`src/rtl/muldiv_sequencer_if.sv`:
```
// Request/response bundle between the decode/execute boundary and the
// multi-cycle MUL/DIV/MOD sequencer.
interface muldiv_sequencer_if #(
  parameter int WIDTH = 32
);
  logic             start;
  logic             is_mul;
  logic             is_div;
  logic             is_mod;
  logic [WIDTH-1:0] op_a;
  logic [WIDTH-1:0] op_b;
  logic             flush;
  logic             stall;
  logic             busy;
  logic             done;
  logic [WIDTH-1:0] result;
  logic             div_by_zero;

  modport master (
    output start, is_mul, is_div, is_mod, op_a, op_b, flush,
    input  stall, busy, done, result, div_by_zero
  );

  modport slave (
    input  start, is_mul, is_div, is_mod, op_a, op_b, flush,
    output stall, busy, done, result, div_by_zero
  );
endinterface

```
`src/rtl/muldiv_sequencer.sv`:
```
// Multi-cycle execute controller: iterative shift-add multiply and restoring
// signed divide/modulo, holding the pipeline until a one-cycle done pulse.
module muldiv_sequencer #(
  parameter int WIDTH = 32,
  parameter int CNT_W = 6
) (
  input logic               clk,
  input logic               rst,
  muldiv_sequencer_if.slave bus
);

  typedef enum logic [1:0] {S_IDLE, S_BUSY, S_DONE} state_t;
  typedef enum logic [1:0] {OP_MUL, OP_DIV, OP_MOD} op_t;

  state_t           r_state;
  op_t              r_op;
  logic [CNT_W-1:0] r_count;
  logic [WIDTH-1:0] r_accum;
  logic [WIDTH-1:0] r_shift;
  logic [WIDTH-1:0] r_opnd;
  logic             r_negQuo;
  logic             r_negRem;
  logic             r_busy;
  logic             r_done;
  logic [WIDTH-1:0] r_result;
  logic             r_divByZero;

  logic             w_valid;
  logic             w_accept;
  op_t              w_reqOp;
  logic             w_reqDivZero;
  logic [WIDTH-1:0] w_absA;
  logic [WIDTH-1:0] w_absB;
  logic [WIDTH-1:0] w_dbzResult;
  logic [WIDTH:0]   w_divShifted;
  logic [WIDTH:0]   w_divDiff;
  logic [WIDTH-1:0] w_accumNext;
  logic [WIDTH-1:0] w_shiftNext;
  logic [WIDTH-1:0] w_opndNext;
  logic [WIDTH-1:0] w_final;

  // Request decode with mul > div > mod priority.
  always_comb begin
    w_valid      = (r_state == S_IDLE) & bus.start & (bus.is_mul | bus.is_div | bus.is_mod);
    w_accept     = w_valid & ~bus.flush;
    w_reqOp      = bus.is_mul ? OP_MUL : (bus.is_div ? OP_DIV : OP_MOD);
    w_reqDivZero = (w_reqOp != OP_MUL) & (bus.op_b == '0);
    w_absA       = bus.op_a[WIDTH-1] ? -bus.op_a : bus.op_a;
    w_absB       = bus.op_b[WIDTH-1] ? -bus.op_b : bus.op_b;
    w_dbzResult  = (w_reqOp == OP_DIV) ? '1 : bus.op_a;
  end

  // One iteration: r_accum is the product or partial remainder, r_shift holds
  // the multiplier bits (consumed LSB first) or the dividend/quotient bits
  // (MSB first), r_opnd is the shifting multiplicand or the divisor magnitude.
  always_comb begin
    w_divShifted = {r_accum, r_shift[WIDTH-1]};
    w_divDiff    = w_divShifted - {1'b0, r_opnd};
    if (r_op == OP_MUL) begin
      w_accumNext = r_accum + (r_shift[0] ? r_opnd : '0);
      w_shiftNext = r_shift >> 1;
      w_opndNext  = r_opnd << 1;
    end else begin
      w_accumNext = w_divDiff[WIDTH] ? w_divShifted[WIDTH-1:0] : w_divDiff[WIDTH-1:0];
      w_shiftNext = {r_shift[WIDTH-2:0], ~w_divDiff[WIDTH]};
      w_opndNext  = r_opnd;
    end
    case (r_op)
      OP_DIV:  w_final = r_negQuo ? -w_shiftNext : w_shiftNext;
      OP_MOD:  w_final = r_negRem ? -w_accumNext : w_accumNext;
      default: w_final = w_accumNext;
    endcase
  end

  always_ff @(posedge clk) begin
    if (rst) begin
      r_state     <= S_IDLE;
      r_op        <= OP_MUL;
      r_count     <= '0;
      r_accum     <= '0;
      r_shift     <= '0;
      r_opnd      <= '0;
      r_negQuo    <= 1'b0;
      r_negRem    <= 1'b0;
      r_busy      <= 1'b0;
      r_done      <= 1'b0;
      r_result    <= '0;
      r_divByZero <= 1'b0;
    end else begin
      r_done <= 1'b0;
      case (r_state)
        S_IDLE: begin
          if (w_accept) begin
            r_op     <= w_reqOp;
            r_count  <= CNT_W'(WIDTH);
            r_negQuo <= bus.op_a[WIDTH-1] ^ bus.op_b[WIDTH-1];
            r_negRem <= bus.op_a[WIDTH-1];
            if (w_reqOp == OP_MUL) begin
              r_accum <= '0;
              r_shift <= bus.op_b;
              r_opnd  <= bus.op_a;
            end else begin
              r_accum <= '0;
              r_shift <= w_absA;
              r_opnd  <= w_absB;
            end
            if (w_reqDivZero) begin
              r_state     <= S_DONE;
              r_done      <= 1'b1;
              r_result    <= w_dbzResult;
              r_divByZero <= 1'b1;
            end else begin
              r_state <= S_BUSY;
              r_busy  <= 1'b1;
            end
          end
        end
        S_BUSY: begin
          if (bus.flush) begin
            r_state <= S_IDLE;
            r_busy  <= 1'b0;
          end else begin
            r_accum <= w_accumNext;
            r_shift <= w_shiftNext;
            r_opnd  <= w_opndNext;
            r_count <= r_count - 1'b1;
            if (r_count == CNT_W'(1)) begin
              r_state     <= S_DONE;
              r_busy      <= 1'b0;
              r_done      <= 1'b1;
              r_result    <= w_final;
              r_divByZero <= 1'b0;
            end
          end
        end
        default: begin
          r_state <= S_IDLE;
        end
      endcase
    end
  end

  // Stall is combinational so the request cycle itself already holds decode.
  assign bus.stall       = ~rst & (w_valid | (r_state == S_BUSY));
  assign bus.busy        = r_busy;
  assign bus.done        = r_done;
  assign bus.result      = r_result;
  assign bus.div_by_zero = r_divByZero;

endmodule

```
`src/flat_wrapper.sv`:
```
// flat-port wrapper written by rule: the top's interface ports become plain ports
module muldiv_sequencer_flat 
#(
  parameter int WIDTH = 32,
  parameter int CNT_W = 6
)
  (clk, rst, bus_start, bus_is_mul, bus_is_div, bus_is_mod, bus_op_a, bus_op_b, bus_flush, bus_stall, bus_busy, bus_done, bus_result, bus_div_by_zero);
  muldiv_sequencer_if #(.WIDTH(WIDTH)) bus_i ();
  input logic clk;
  input logic rst;
  input wire logic [$bits(bus_i.start)-1:0] bus_start;
  input wire logic [$bits(bus_i.is_mul)-1:0] bus_is_mul;
  input wire logic [$bits(bus_i.is_div)-1:0] bus_is_div;
  input wire logic [$bits(bus_i.is_mod)-1:0] bus_is_mod;
  input wire logic [$bits(bus_i.op_a)-1:0] bus_op_a;
  input wire logic [$bits(bus_i.op_b)-1:0] bus_op_b;
  input wire logic [$bits(bus_i.flush)-1:0] bus_flush;
  output wire logic [$bits(bus_i.stall)-1:0] bus_stall;
  output wire logic [$bits(bus_i.busy)-1:0] bus_busy;
  output wire logic [$bits(bus_i.done)-1:0] bus_done;
  output wire logic [$bits(bus_i.result)-1:0] bus_result;
  output wire logic [$bits(bus_i.div_by_zero)-1:0] bus_div_by_zero;
  assign bus_i.start = bus_start;
  assign bus_i.is_mul = bus_is_mul;
  assign bus_i.is_div = bus_is_div;
  assign bus_i.is_mod = bus_is_mod;
  assign bus_i.op_a = bus_op_a;
  assign bus_i.op_b = bus_op_b;
  assign bus_i.flush = bus_flush;
  assign bus_stall = bus_i.stall;
  assign bus_busy = bus_i.busy;
  assign bus_done = bus_i.done;
  assign bus_result = bus_i.result;
  assign bus_div_by_zero = bus_i.div_by_zero;
  muldiv_sequencer #(.WIDTH(WIDTH), .CNT_W(CNT_W)) u_core (.clk(clk), .rst(rst), .bus(bus_i));
endmodule
```
`config.mk`:
```
export PLATFORM = sky130hd
export DESIGN_NAME = muldiv_sequencer_flat
export DESIGN_NICKNAME = d
export VERILOG_FILES = /design/src/rtl/muldiv_sequencer_if.sv /design/src/rtl/muldiv_sequencer.sv /design/src/flat_wrapper.sv
export SDC_FILE = /design/constraint.sdc
export NUM_CORES = 1
export LEC_CHECK = 0
export BUFFER_PORTS_ARGS = -buffer_cell sky130_fd_sc_hd__buf_2
export CORE_AREA = 2 2 175 177
export DETAILED_ROUTE_END_ITERATION = 8
export DIE_AREA = 0 0 177 179
export GPL_ROUTABILITY_DRIVEN = 0
export PLACE_DENSITY = 0.7
export SLEW_MARGIN = 25
export SYNTH_ARGS = -nofsm -noshare
export SYNTH_HDL_FRONTEND = slang
export SYNTH_SLANG_ARGS = --single-unit
```
`constraint.sdc`:
```
create_clock -name clk -period 5.4 [get_ports clk]
set_clock_uncertainty 0.2 [all_clocks]
set_input_delay 0.54 -clock clk [delete_from_list [all_inputs] [get_ports clk]]
set_output_delay 0.54 -clock clk [all_outputs]
set_load 0.02 [all_outputs]
```
Word-level counts from Yosys, hierarchy flattened
Index checks and enable logic that the tools add are counted.
{"block": "word_totals", "input_bits": 71, "n_memories": 0, "ramBits": 0, "out_inout_bits": 36, "rom_bits": 0, "regBits": 143, "word_cells": 106, "latch_bits": 0}
{"block": "classes", "reduce_logical": 12, "n_eq_ne": 12, "n_mul": 0, "shifts": 0, "bitwise_logic": 12, "n_div": 0, "mux": 51, "addsub": 7, "order_cmp": 0}
{"operator": "32-bit two-way mux", "count": 22}
{"operator": "32-bit case mux with 2 select lines", "count": 5}
{"operator": "32-bit negator", "count": 4}
{"operator": "33-bit by 32-bit subtractor with 33-bit output", "count": 1}
{"operator": "32-bit adder", "count": 1}
{"operator": "32-bit logical NOT", "count": 1}
{"operator": "2-bit two-way mux", "count": 6}
{"operator": "6-bit two-way mux", "count": 2}
{"operator": "6-bit case mux with 2 select lines", "count": 1}
{"operator": "1-bit two-way mux", "count": 11}
{"operator": "2-bit by 1-bit != test with 1-bit output (second input constant)", "count": 4}
{"operator": "4-bit AND reduction", "count": 2}
{"operator": "2-bit by 1-bit equality test with 1-bit output (second input constant)", "count": 3}
{"operator": "6-bit by 1-bit equality test with 1-bit output (second input constant)", "count": 1}
{"operator": "2-bit logical NOT", "count": 3}
{"operator": "1-bit case mux with 2 select lines", "count": 3}
{"operator": "6-bit by 1-bit subtractor with 6-bit output (second input constant)", "count": 1}
{"operator": "1-bit AND", "count": 5}
{"operator": "5-bit AND reduction", "count": 1}
{"operator": "2-bit != test (second input constant)", "count": 2}
{"operator": "2-bit case mux with 2 select lines", "count": 1}
{"operator": "2-bit AND reduction", "count": 2}
{"operator": "2-bit nonzero test", "count": 2}
{"operator": "3-bit by 2-bit != test with 1-bit output (second input constant)", "count": 1}
{"operator": "other kinds (5)", "count": 9}

Depth between registers and ports, before layout
Gate-level depths: netlist (run 1).
{"block": "logic_depth", "word_depth": 9, "ltp_mapped": 25, "ltp_nobuf": 23}

Worst setup path before layout (run 1)
OpenSTA, ideal clock, no wires.
{"block": "synth_timing", "path_kind": "reg-to-reg", "from": "register u_core.r_shift[31]", "to": "register u_core.r_result[30] (netlist: u_core.bus.result[30])", "required_ns": 5.078, "t_arrival_ns": 5.056, "setup_time_ns": 0.122, "n_path_buf": 2, "setup_slack_ns": 0.022, "synth_period_minus_slack_ns": 5.378, "stages_incl_launch_ff": 26, "path_cell_list": "dfxtp_1 inv_1 ha_1 inv_1 fa_1 a21o_1 a21oi_2 o21ai_2 a221o_2 a21oi_4 xnor2_2 buf_2 clkbuf_1 o21ai_0 inv_1 ha_1 o21ai_0 nand2b_1 nand3b_1 or2_2 o31ai_1 xnor2_1 nor2_1 o21ai_0 a31oi_1 a311o_1"}
{"block": "synth_between", "elab_chain_cells": 9, "word_cells_on_any_way": 13, "cone_classes": "add/sub (3); mux (9); bitwise (1)"}
{"item": "from (decl)", "line": "muldiv_sequencer.sv:19", "rtl": "logic [WIDTH-1:0] r_shift;"}
{"item": "from (signal assigned)", "line": "muldiv_sequencer.sv:100", "rtl": "r_shift <= bus.op_b;"}
{"item": "from (signal assigned)", "line": "muldiv_sequencer.sv:104", "rtl": "r_shift <= w_absA;"}
{"item": "from (signal assigned)", "line": "muldiv_sequencer.sv:124", "rtl": "r_shift <= w_shiftNext;"}
{"item": "33-bit by 32-bit subtractor with 33-bit output", "line": "muldiv_sequencer.sv:58", "rtl": "w_divDiff = w_divShifted - {1'b0, r_opnd};"}
{"item": "32-bit two-way mux / 1-bit inverter (equally long branches)", "line": "muldiv_sequencer.sv:64, muldiv_sequencer.sv:65"}
{"item": "32-bit two-way mux", "line": "muldiv_sequencer.sv:59", "rtl": "if (r_op == OP_MUL) begin"}
{"item": "32-bit negator (on tied branches)", "line": "muldiv_sequencer.sv:70, muldiv_sequencer.sv:69"}
{"item": "32-bit two-way mux (on tied branches)", "line": "muldiv_sequencer.sv:70, muldiv_sequencer.sv:69"}
{"item": "32-bit case mux with 2 select lines (*)", "line": "muldiv_sequencer.sv:68", "rtl": "case (r_op)"}
{"item": "32-bit two-way mux (*)", "line": "muldiv_sequencer.sv:127", "rtl": "if (r_count == CNT_W'(1)) begin"}
{"item": "32-bit two-way mux (*)", "line": "muldiv_sequencer.sv:119", "rtl": "if (bus.flush) begin"}
{"item": "32-bit case mux with 2 select lines (*)", "line": "muldiv_sequencer.sv:91", "rtl": "case (r_state)"}
{"item": "to (signal assigned)", "line": "muldiv_sequencer.sv:110", "rtl": "r_result <= w_dbzResult;"}
{"item": "to (signal assigned)", "line": "muldiv_sequencer.sv:131", "rtl": "r_result <= w_final;"}
{"item": "to (decl)", "line": "muldiv_sequencer.sv:25", "rtl": "logic [WIDTH-1:0] r_result;"}
Mark *: on every way between the ends. The rest lies on a longest branch, timed or not. The select of a mux whose other input is x is not followed.
A chain may end at the register's enable or synchronous reset.

Final worst setup path (run 1)
{"block": "layout_timing", "from": "register u_core.r_opnd[0]", "to": "register u_core.r_result[30] (netlist: u_core.bus.result[30])"}
{"block": "layout_between", "elab_chain_cells": 9, "word_cells_on_any_way": 15, "cone_classes": "add/sub (4); mux (10); bitwise (1)"}
{"item": "from (decl)", "line": "muldiv_sequencer.sv:20", "rtl": "logic [WIDTH-1:0] r_opnd;"}
{"item": "from (signal assigned)", "line": "muldiv_sequencer.sv:101", "rtl": "r_opnd <= bus.op_a;"}
{"item": "from (signal assigned)", "line": "muldiv_sequencer.sv:105", "rtl": "r_opnd <= w_absB;"}
{"item": "from (signal assigned)", "line": "muldiv_sequencer.sv:125", "rtl": "r_opnd <= w_opndNext;"}
{"item": "33-bit by 32-bit subtractor with 33-bit output / 32-bit two-way mux (equally long branches)", "line": "muldiv_sequencer.sv:58, muldiv_sequencer.sv:60"}
{"item": "32-bit two-way mux, or another cell as far along", "line": "muldiv_sequencer.sv:64", "rtl": "w_accumNext = w_divDiff[WIDTH] ? w_divShifted[WIDTH-1:0] : w_divDiff[WIDTH-1:0];"}
{"item": "32-bit two-way mux", "line": "muldiv_sequencer.sv:59"}
{"item": "32-bit negator (on tied branches)", "line": "muldiv_sequencer.sv:70, muldiv_sequencer.sv:69"}
{"item": "32-bit two-way mux (on tied branches)", "line": "muldiv_sequencer.sv:70, muldiv_sequencer.sv:69"}
{"item": "32-bit case mux with 2 select lines (*)", "line": "muldiv_sequencer.sv:68"}
{"item": "32-bit two-way mux (*)", "line": "muldiv_sequencer.sv:127"}
{"item": "32-bit two-way mux (*)", "line": "muldiv_sequencer.sv:119"}
{"item": "32-bit case mux with 2 select lines (*)", "line": "muldiv_sequencer.sv:91"}
Marks and branches as above.

==> flow_summary.json, run 1 <==
{
  "status": "complete, no violations",
  "nFillCells": 2886,
  "crit_path_end": "u_core.bus.result[30]",
  "critical_path_class": "flop to flop",
  "min_period_ns": 5.13,
  "r2r_end": "u_core.bus.result[30]",
  "cts_num_sinks": 143,
  "fin_crit_sh": 0.950,
  "layoutNonFillerInstCount": 2549,
  "syn_area_um2": 14800,
  "power.density_nw_per_um2": 228,
  "critPathMaxStageDelay_ns": 0.45,
  "die_area_um2": 31700,
  "cp.depth": 16,
  "ys_ff_latch": 143,
  "h-tree-depth": 4,
  "drt_iter0_markers": 1619,
  "die_y_um": 179,
  "hold_viol": 0,
  "vias_per_cell": 6.35,
  "crit_family": "compound AO/OA/AOI/OAI gates",
  "multiInputGateArea_um2": 11200,
  "end_kind": "flop",
  "finish.utilization": 0.548,
  "async_reset_ff_frac": 0,
  "hold_class": "primary input to flop",
  "post-place-ws_ns": 0.233,
  "r2r_slack_ns": 0.27,
  "antenna_cells": 0,
  "crit_slowest_cell": "a221o_2",
  "fin_nets": 2284,
  "initial_core_util": 0.492,
  "clockRootBuffer": "clkbuf_16",
  "synth_most_common_cell": "nor2_1",
  "die_w_um": 177,
  "post_cts_buffers": 0,
  "clk_pin_slew_ns": 0.06,
  "dr.pass1.iters": 5,
  "grt_pass1_wl_um": 79400,
  "drc": 0,
  "critPathLaunch": "u_core.r_opnd[0]",
  "setup_viol": 0,
  "finalSetupTns_ns": 0,
  "slew_headroom": 0.341,
  "drive_above_1_share": 0.121,
  "syn_nets": 2254,
  "ys_top_cells_by_count": "237 x nor2_1, 206 x nand2_1, 181 x a21oi_1, 145 x o21ai_0, 143 x dfxtp_1",
  "max-vdd-ir-drop_mv": 0.218,
  "p_leak_nw": 6.69,
  "crit_buf_inv": 2,
  "r2r_cells": 16,
  "grt.total_usage": 0.316,
  "routed_wl_um": 50400,
  "grt_pass1_vias": 14700,
  "fin_ws_ns": 0.271,
  "ant_nets": 0,
  "yosysSeqAreaShare": 0.194,
  "placed_cells": 2517,
  "portBuffers": 106,
  "worst_pin_slew_ns": 0.989,
  "final-seq-area_um2": 2860,
  "synth.largest_area_cell": "dfxtp_1",
  "rows": 64,
  "hold-worst-slack_ns": 0.235,
  "slew_viol_final": 0,
  "cp_max_fo": 32,
  "dpl_cell_area_um2": 15700,
  "hpwl_um": 38000,
  "crit_chain": "ha_1 -> inv_1 -> fa_1 -> a21o_1 -> a21oi_2 -> o21ai_2 -> a221o_2 -> a21oi_4 -> xnor2_2 -> buf_4 -> o311a_1 -> o2111ai_2 -> nor4_4 -> nand4_2 -> or3_4 -> a311o_1",
  "grt_max_degree": 116,
  "ios": 107,
  "syn_area_per_cell_um2": 7.01,
  "core_area_um2": 30000,
  "drv_cap": 0,
  "antenna_found_initial": 1,
  "synth-edff-count": 0,
  "rsz0062_at_grt": "no",
  "hold_buffers": 0,
  "synth.area.top_cells": "dfxtp_1 19%, a21oi_1 6.1%, nor2_1 6.0%",
  "clk_latency_ns": 0.45,
  "numCtsBuffers": 17,
  "required_ns": 5.53,
  "area_growth_pct": 11.3,
  "cts_tree": "yes",
  "grt_overflow": 0,
  "synth_ff_type": "dfxtp_1",
  "fmax_ghz": 0.195,
  "synthCells": 2110,
  "yosysUniqueCellTypes": 86,
  "route.vias.total": 16200,
  "cts_buffer_depth": 2,
  "crit_arrival_ns": 5.26,
  "p_total_mw": 3.75,
  "worstSetupStartpointType": "flop",
  "final_area_um2": 16500,
  "synthDominantCellAreaShare": 0.194,
  "post_cts_resized": 0,
  "yosysWarnings": 0,
  "wl_per_cell_um": 19.8,
  "reg2reg_from": "u_core.r_opnd[0]"
}
[area by class of cell]
cell class	count	area share
Multi-Input combinational cell	1746	0.678
Sequential cell	143	0.174
Timing Repair Buffer	162	0.0581
Tap cell	396	0.0301
Clock buffer	18	0.0267
Clock inverter	14	0.0173
Inverter	70	0.0160
[kinds of logic (layout without fill, tap and decap cells)]
kind of cell	after synthesis	after routing	synth area share
simple gates	753	753	0.240
compound gates	706	706	0.311
buf+inv	221	264	0.0573
xor+xnor	144	144	0.0863
flops	143	143	0.194
fa+ha+maj	73	73	0.0628
mux	70	70	0.0487
[worst min-delay path by stage]
stage	depth (start not counted)	startpoint	slack, ns	end
final	4	bus_is_div	0.23	u_core.r_op[1]
after global routing	4	bus_is_div	0.26	u_core.r_op[1]
after CTS	4	bus_is_div	0.24	u_core.r_op[1]
after detailed placement	2	u_core.bus.result[0]	0.25	u_core.bus.result[0]
after global placement	2	u_core.bus.result[0]	0.25	u_core.bus.result[0]
after floorplan	2	u_core.r_opnd[31]	0.24	u_core.r_opnd[31]
[sequential cells by signal, indices dropped and copies added, names as in the netlist]
| name | count |
|---|---|
| u_core.r_count | 6 |
| u_core.r_opnd | 32 |
| u_core.r_accum | 32 |
| u_core.r_op | 2 |
| u_core.bus.div_by_zero | 1 |
| u_core.bus.done | 1 |
| u_core.r_state | 2 |
| u_core.r_shift | 32 |
| u_core.bus.result | 32 |
| u_core.r_negQuo | 1 |
| u_core.r_negRem | 1 |
| u_core.bus.busy | 1 |
[layer usage]
layer,up-vias,part of all wire,GRT usage
met3,114,0.098,0.0636
met4,0,0.031,0.109
li1,7791,-,-
met5,-,0,0
met2,828,0.43,0.482
met1,7444,0.44,0.441
[tightest hold or removal path, delay by kind of cell]
family | cells | cell delay (ns)
compound gates | 1 | 0.11
simple gates | 2 | 0.09
buf+inv | 1 | 0.10
[placed cells by master, fill, tap and decap left out, types with 37 or more instances in the layout]
master and instances:
a211oi_1 108, buf_4 58, nor3_1 100, inv_1 70, xor2_1 85, nand3_1 42, xnor2_1 57, nor2_1 233
mux2i_1 55, buf_2 104, a21oi_1 181, ha_1 70, dfxtp_1 143, and2_1 38, nand2_1 206, a31oi_1 37
o21ai_0 145
[power by group]
group / internal (mW) / switching, mW
clock: 0.973 / 0.512
sequential: 1.11 / 0.0502
combinational: 0.393 / 0.706
No activity file was read; power rests on OpenSTA's default activity.
==> run 2, diff against run 1 <==
Settings changed: MAX_ROUTING_LAYER set to met4.
==> flow_summary.json, run 2 (same netlist as run 1, synthesis figures left out) <==
{
  "status": "complete, no violations",
  "p_total_mw": 3.74,
  "die_y_um": 179,
  "layoutNonFillerInstCount": 2550,
  "drive_above_1_share": 0.121,
  "worst_pin_slew_ns": 0.992,
  "most-common-layout-cells": "233 x nor2_1, 206 x nand2_1, 181 x a21oi_1",
  "hpwl_um": 38000,
  "max-vdd-ir-drop_mv": 0.215,
  "end_kind": "flop",
  "wl_per_cell_um": 19.7,
  "p_leak_nw": 6.69,
  "initial_core_util": 0.492,
  "reg2reg_from": "u_core.r_opnd[0]",
  "slew_headroom": 0.339,
  "cts_tree": "yes",
  "final_common_cell": "nor2_1",
  "crit_arrival_ns": 5.26,
  "rows": 64,
  "clk_latency_ns": 0.44,
  "grt.total_usage": 0.325,
  "grt_pass1_wl_um": 79400,
  "die_w_um": 177,
  "power.density_nw_per_um2": 227,
  "fin_nets": 2284,
  "hold_class": "primary input to flop",
  "finalSetupTns_ns": 0,
  "drv_cap": 0,
  "h-tree-depth": 4,
  "fmax_ghz": 0.195,
  "cts_num_sinks": 143,
  "critPathLaunch": "u_core.r_opnd[0]",
  "route.vias.total": 16200,
  "numCtsBuffers": 17,
  "routed_wl_um": 50400,
  "min_delay_path_depth": 4,
  "post-place-ws_ns": 0.233,
  "core_area_um2": 30000,
  "ant_nets": 0,
  "die_area_um2": 31700,
  "required_ns": 5.53,
  "area_growth_pct": 11.3,
  "drc": 0,
  "grt_max_degree": 116,
  "ios": 107,
  "fin_ws_ns": 0.270,
  "critical_path_class": "flop to flop",
  "hp-start": "bus_is_div",
  "post_cts_buffers": 0,
  "worstSetupStartpointType": "flop",
  "slew_viol_final": 0,
  "grt_overflow": 0,
  "portBuffers": 106,
  "rsz0062_at_grt": "no",
  "cts_buffer_depth": 2,
  "setup_viol": 0,
  "finish.utilization": 0.548,
  "hold_viol": 0,
  "drt_iter0_markers": 1680,
  "fin_crit_sh": 0.950,
  "placed_cells": 2517,
  "clk_pin_slew_ns": 0.07,
  "cp_max_fo": 32,
  "clockRootBuffer": "clkbuf_16",
  "min_period_ns": 5.13,
  "dr.pass1.iters": 6,
  "vias_per_cell": 6.35,
  "grt_pass1_vias": 14700,
  "antenna_found_initial": 1,
  "r2r_cells": 16
}
-- run 2: cell count changes in the layout (fill, tap and decap cells not counted) --
cell | previous run | this run
o21ai_1 | 3 | 4
o21ai_0 | 145 | 144
diode_2 | 0 | 1
-- run 2: critical path, stage by stage, from the launching register on --
cell and delay (ns):
dfxtp_1 0.37, ha_1 0.18, inv_1 0.05, fa_1 0.40
a21o_1 0.19, a21oi_2 0.23, o21ai_2 0.12, a221o_2 0.45
a21oi_4 0.21, xnor2_2 0.18, buf_4 0.45, o311a_1 0.34
o2111ai_2 0.24, nor4_4 0.42, nand4_2 0.23, or3_4 0.42
a311o_1 0.33
-- run 2: final cells by class --
class / count / area (um^2)
fill: 2885 / 13600
multi-input combinational: 1746 / 11200
sequential: 143 / 2860
timing repair buffer: 162 / 956
tap: 396 / 495
clock buffer: 18 / 439
clock inverter: 14 / 284
inverter: 70 / 263
antenna: 1 / 2.50
-- run 2: path summary, 6_finish.rpt --
| check | to | slack (ns) |
|---|---|---|
| worst max-delay path | u_core.bus.result[30] | 0.27 |
| worst min-delay path | u_core.r_op[1] | 0.24 |
| worst max register to register | u_core.bus.result[30] | 0.27 |
| worst min register to register | u_core.bus.result[0] | 0.25 |
-- run 2: where the power goes --
group	switching [mW]	internal (mW)	total, mW
combinational	0.707	0.394	1.10
sequential	0.0504	1.11	1.16
clock	0.504	0.973	1.48
total	1.26	2.48	3.74
-- run 2: routing by layer --
layer	global-route usage	wire, um	up-vias
met4	0.106	1460	0
li1	-	-	7797
met3	0.0594	4660	105
met5	-	0	-
met1	0.444	22500	7494
met2	0.482	21700	792
-- run 2: what timing repair did --
item / 4_1_cts / 5_1_grt
gates resized for setup: 0 / 4
hold buffers: 0 / 0
setup endpoints to repair: 0 / 4
-- run 2: metrics by stage --
| step | hold WS, ns | area, um^2 |
|---|---|---|
| 2_1_floorplan | 0.245 | 14800 |
| 3_3_place_gp | 0.247 | 15700 |
| 3_5_place_dp | 0.245 | 15700 |
| 4_1_cts | 0.237 | 16400 |
| 5_1_grt | 0.262 | 16500 |
| 6_report | 0.240 | 16500 |
==> run 3, diff against run 2 <==
Settings changed: PLACE_DENSITY 0.7 to 0.68.
Clock period 5.4 ns to 6.4 ns, I/O delays scaled along.
==> flow_summary.json, run 3 (same netlist as run 1, synthesis figures left out) <==
{
  "fin_nets": 2265,
  "final_common_cell": "nor2_1",
  "max-vdd-ir-drop_mv": 0.182,
  "route.vias.total": 16200,
  "wl_per_cell_um": 20.2,
  "fmax_ghz": 0.177,
  "p_leak_nw": 6.52,
  "most-common-layout-cells": "233 x nor2_1, 206 x nand2_1, 181 x a21oi_1",
  "hpwl_um": 38000,
  "power.density_nw_per_um2": 181,
  "required_ns": 6.53,
  "min_period_ns": 5.64,
  "area_growth_pct": 9.16,
  "min_delay_path_depth": 2,
  "hold_buffers": 0,
  "hold_end": "u_core.bus.result[0]",
  "worstSetupStartpointType": "flop",
  "clk_pin_slew_ns": 0.06,
  "clk_latency_ns": 0.44,
  "end_kind": "flop",
  "ios": 107,
  "worst_pin_slew_ns": 1.06,
  "setup_viol": 0,
  "die_area_um2": 31700,
  "final_area_um2": 16100,
  "cts_buffer_depth": 2,
  "antenna_cells": 0,
  "core_area_um2": 30000,
  "post_cts_buffers": 0,
  "initial_core_util": 0.492,
  "grt_pass1_wl_um": 79400,
  "grt.total_usage": 0.325,
  "drt_iter0_markers": 1873,
  "rsz0062_at_grt": "no",
  "status": "complete, no violations",
  "hold_viol": 0,
  "reg2reg_from": "u_core.r_shift[31]",
  "portBuffers": 106,
  "rows": 64,
  "r2r_end": "u_core.bus.result[30]",
  "layoutNonFillerInstCount": 2530,
  "slew_headroom": 0.293,
  "critPathMaxStageDelay_ns": 0.48,
  "p_total_mw": 2.93,
  "drive_above_1_share": 0.111,
  "dr.pass1.iters": 7,
  "hold_class": "flop to flop",
  "grt_overflow": 0,
  "placed_cells": 2498,
  "finalSetupTns_ns": 0,
  "drc": 0,
  "crit_chain": "inv_1 -> ha_1 -> inv_1 -> fa_1 -> a21o_1 -> a21oi_2 -> o21ai_2 -> a221o_2 -> a21oi_4 -> xnor2_2 -> o21ai_0 -> inv_1 -> ha_1 -> o21ai_0 -> nand2b_1 -> nand3b_1 -> or2_2 -> o31ai_1 -> xnor2_1 -> nor2_1 -> o21ai_0 -> a31oi_1 -> a311o_1",
  "fin_crit_sh": 0.882,
  "dpl_cell_area_um2": 15600,
  "h-tree-depth": 4,
  "slew_viol_final": 0,
  "ant_nets": 0,
  "post_cts_resized": 0,
  "cts_num_sinks": 143,
  "routed_wl_um": 51200,
  "r2r_cells": 23,
  "hp-start": "u_core.bus.result[0]",
  "clockRootBuffer": "clkbuf_16",
  "crit_arrival_ns": 5.77,
  "grt_pass1_vias": 14400,
  "cts_tree": "yes",
  "antenna_found_initial": 0,
  "vias_per_cell": 6.39,
  "crit_slowest_cell": "a221o_2",
  "die_w_um": 177,
  "cp_max_fo": 9,
  "critical_path_class": "flop to flop",
  "numCtsBuffers": 17,
  "drv_cap": 0,
  "r2r_slack_ns": 0.76,
  "die_y_um": 179,
  "grt_max_degree": 112
}
run 3: changes by cell type in the layout (fill, tap and decap cells not counted), sizes merged:
cell / change
buf: -19
clkbuf: +3
diode: -1
clkinvlp: +3
inv: -1
bufinv: -6
clkinv: +1
run 3: worst max-delay path by stage:
stage	from	to	slack, ns	depth (start not counted)
after global placement	u_core.r_shift[31]	u_core.bus.result[30]	0.95	23
after detailed placement	u_core.r_shift[31]	u_core.bus.result[30]	0.88	17
after global routing	u_core.r_shift[31]	u_core.bus.result[30]	0.39	23
final	u_core.r_shift[31]	u_core.bus.result[30]	0.76	23
after CTS	u_core.r_shift[31]	u_core.bus.result[30]	0.83	23
after floorplan	u_core.r_shift[31]	u_core.bus.result[30]	1.02	25
run 3: final cells by class:
type,count,area [um^2]
clock inverters,11,115
flip-flops and latches,143,2860
well taps,396,495
inverters,70,263
fillers,2933,13900
repair buffers,143,813
clock buffers,21,460
multi-input cells,1746,11100
run 3: critical path: cells and delay by family (launching register included):
kind	cells	cell delay [ns]
flops	1	0.36
simple gates	4	0.94
xor+xnor	2	0.37
compound gates	11	2.63
buf+inv	3	0.28
fa+ha+maj	3	0.74
run 3: metrics by stage:
step	hold slack (ns)	util	setup WS [ns]
2_1_floorplan	0.245	-	1.02
3_3_place_gp	0.244	0.518	0.949
3_5_place_dp	0.249	0.518	0.885
4_1_cts	0.257	0.537	0.833
5_1_grt	0.282	0.537	0.395
6_report	0.255	0.537	0.756
run 3: report_power, final:
group | switching (mW) | internal [mW] | total, mW
registers | 0.0482 | 0.938 | 0.986
clock network | 0.419 | 0.590 | 1.01
logic | 0.607 | 0.323 | 0.930
run 3: per-layer routing:
metal,up-vias,track usage,share of wire
li1,7731,-,-
met1,7514,0.452,0.44
met2,814,0.476,0.43
met3,99,0.0570,0.10
met4,0,0.105,0.025
met5,-,-,0
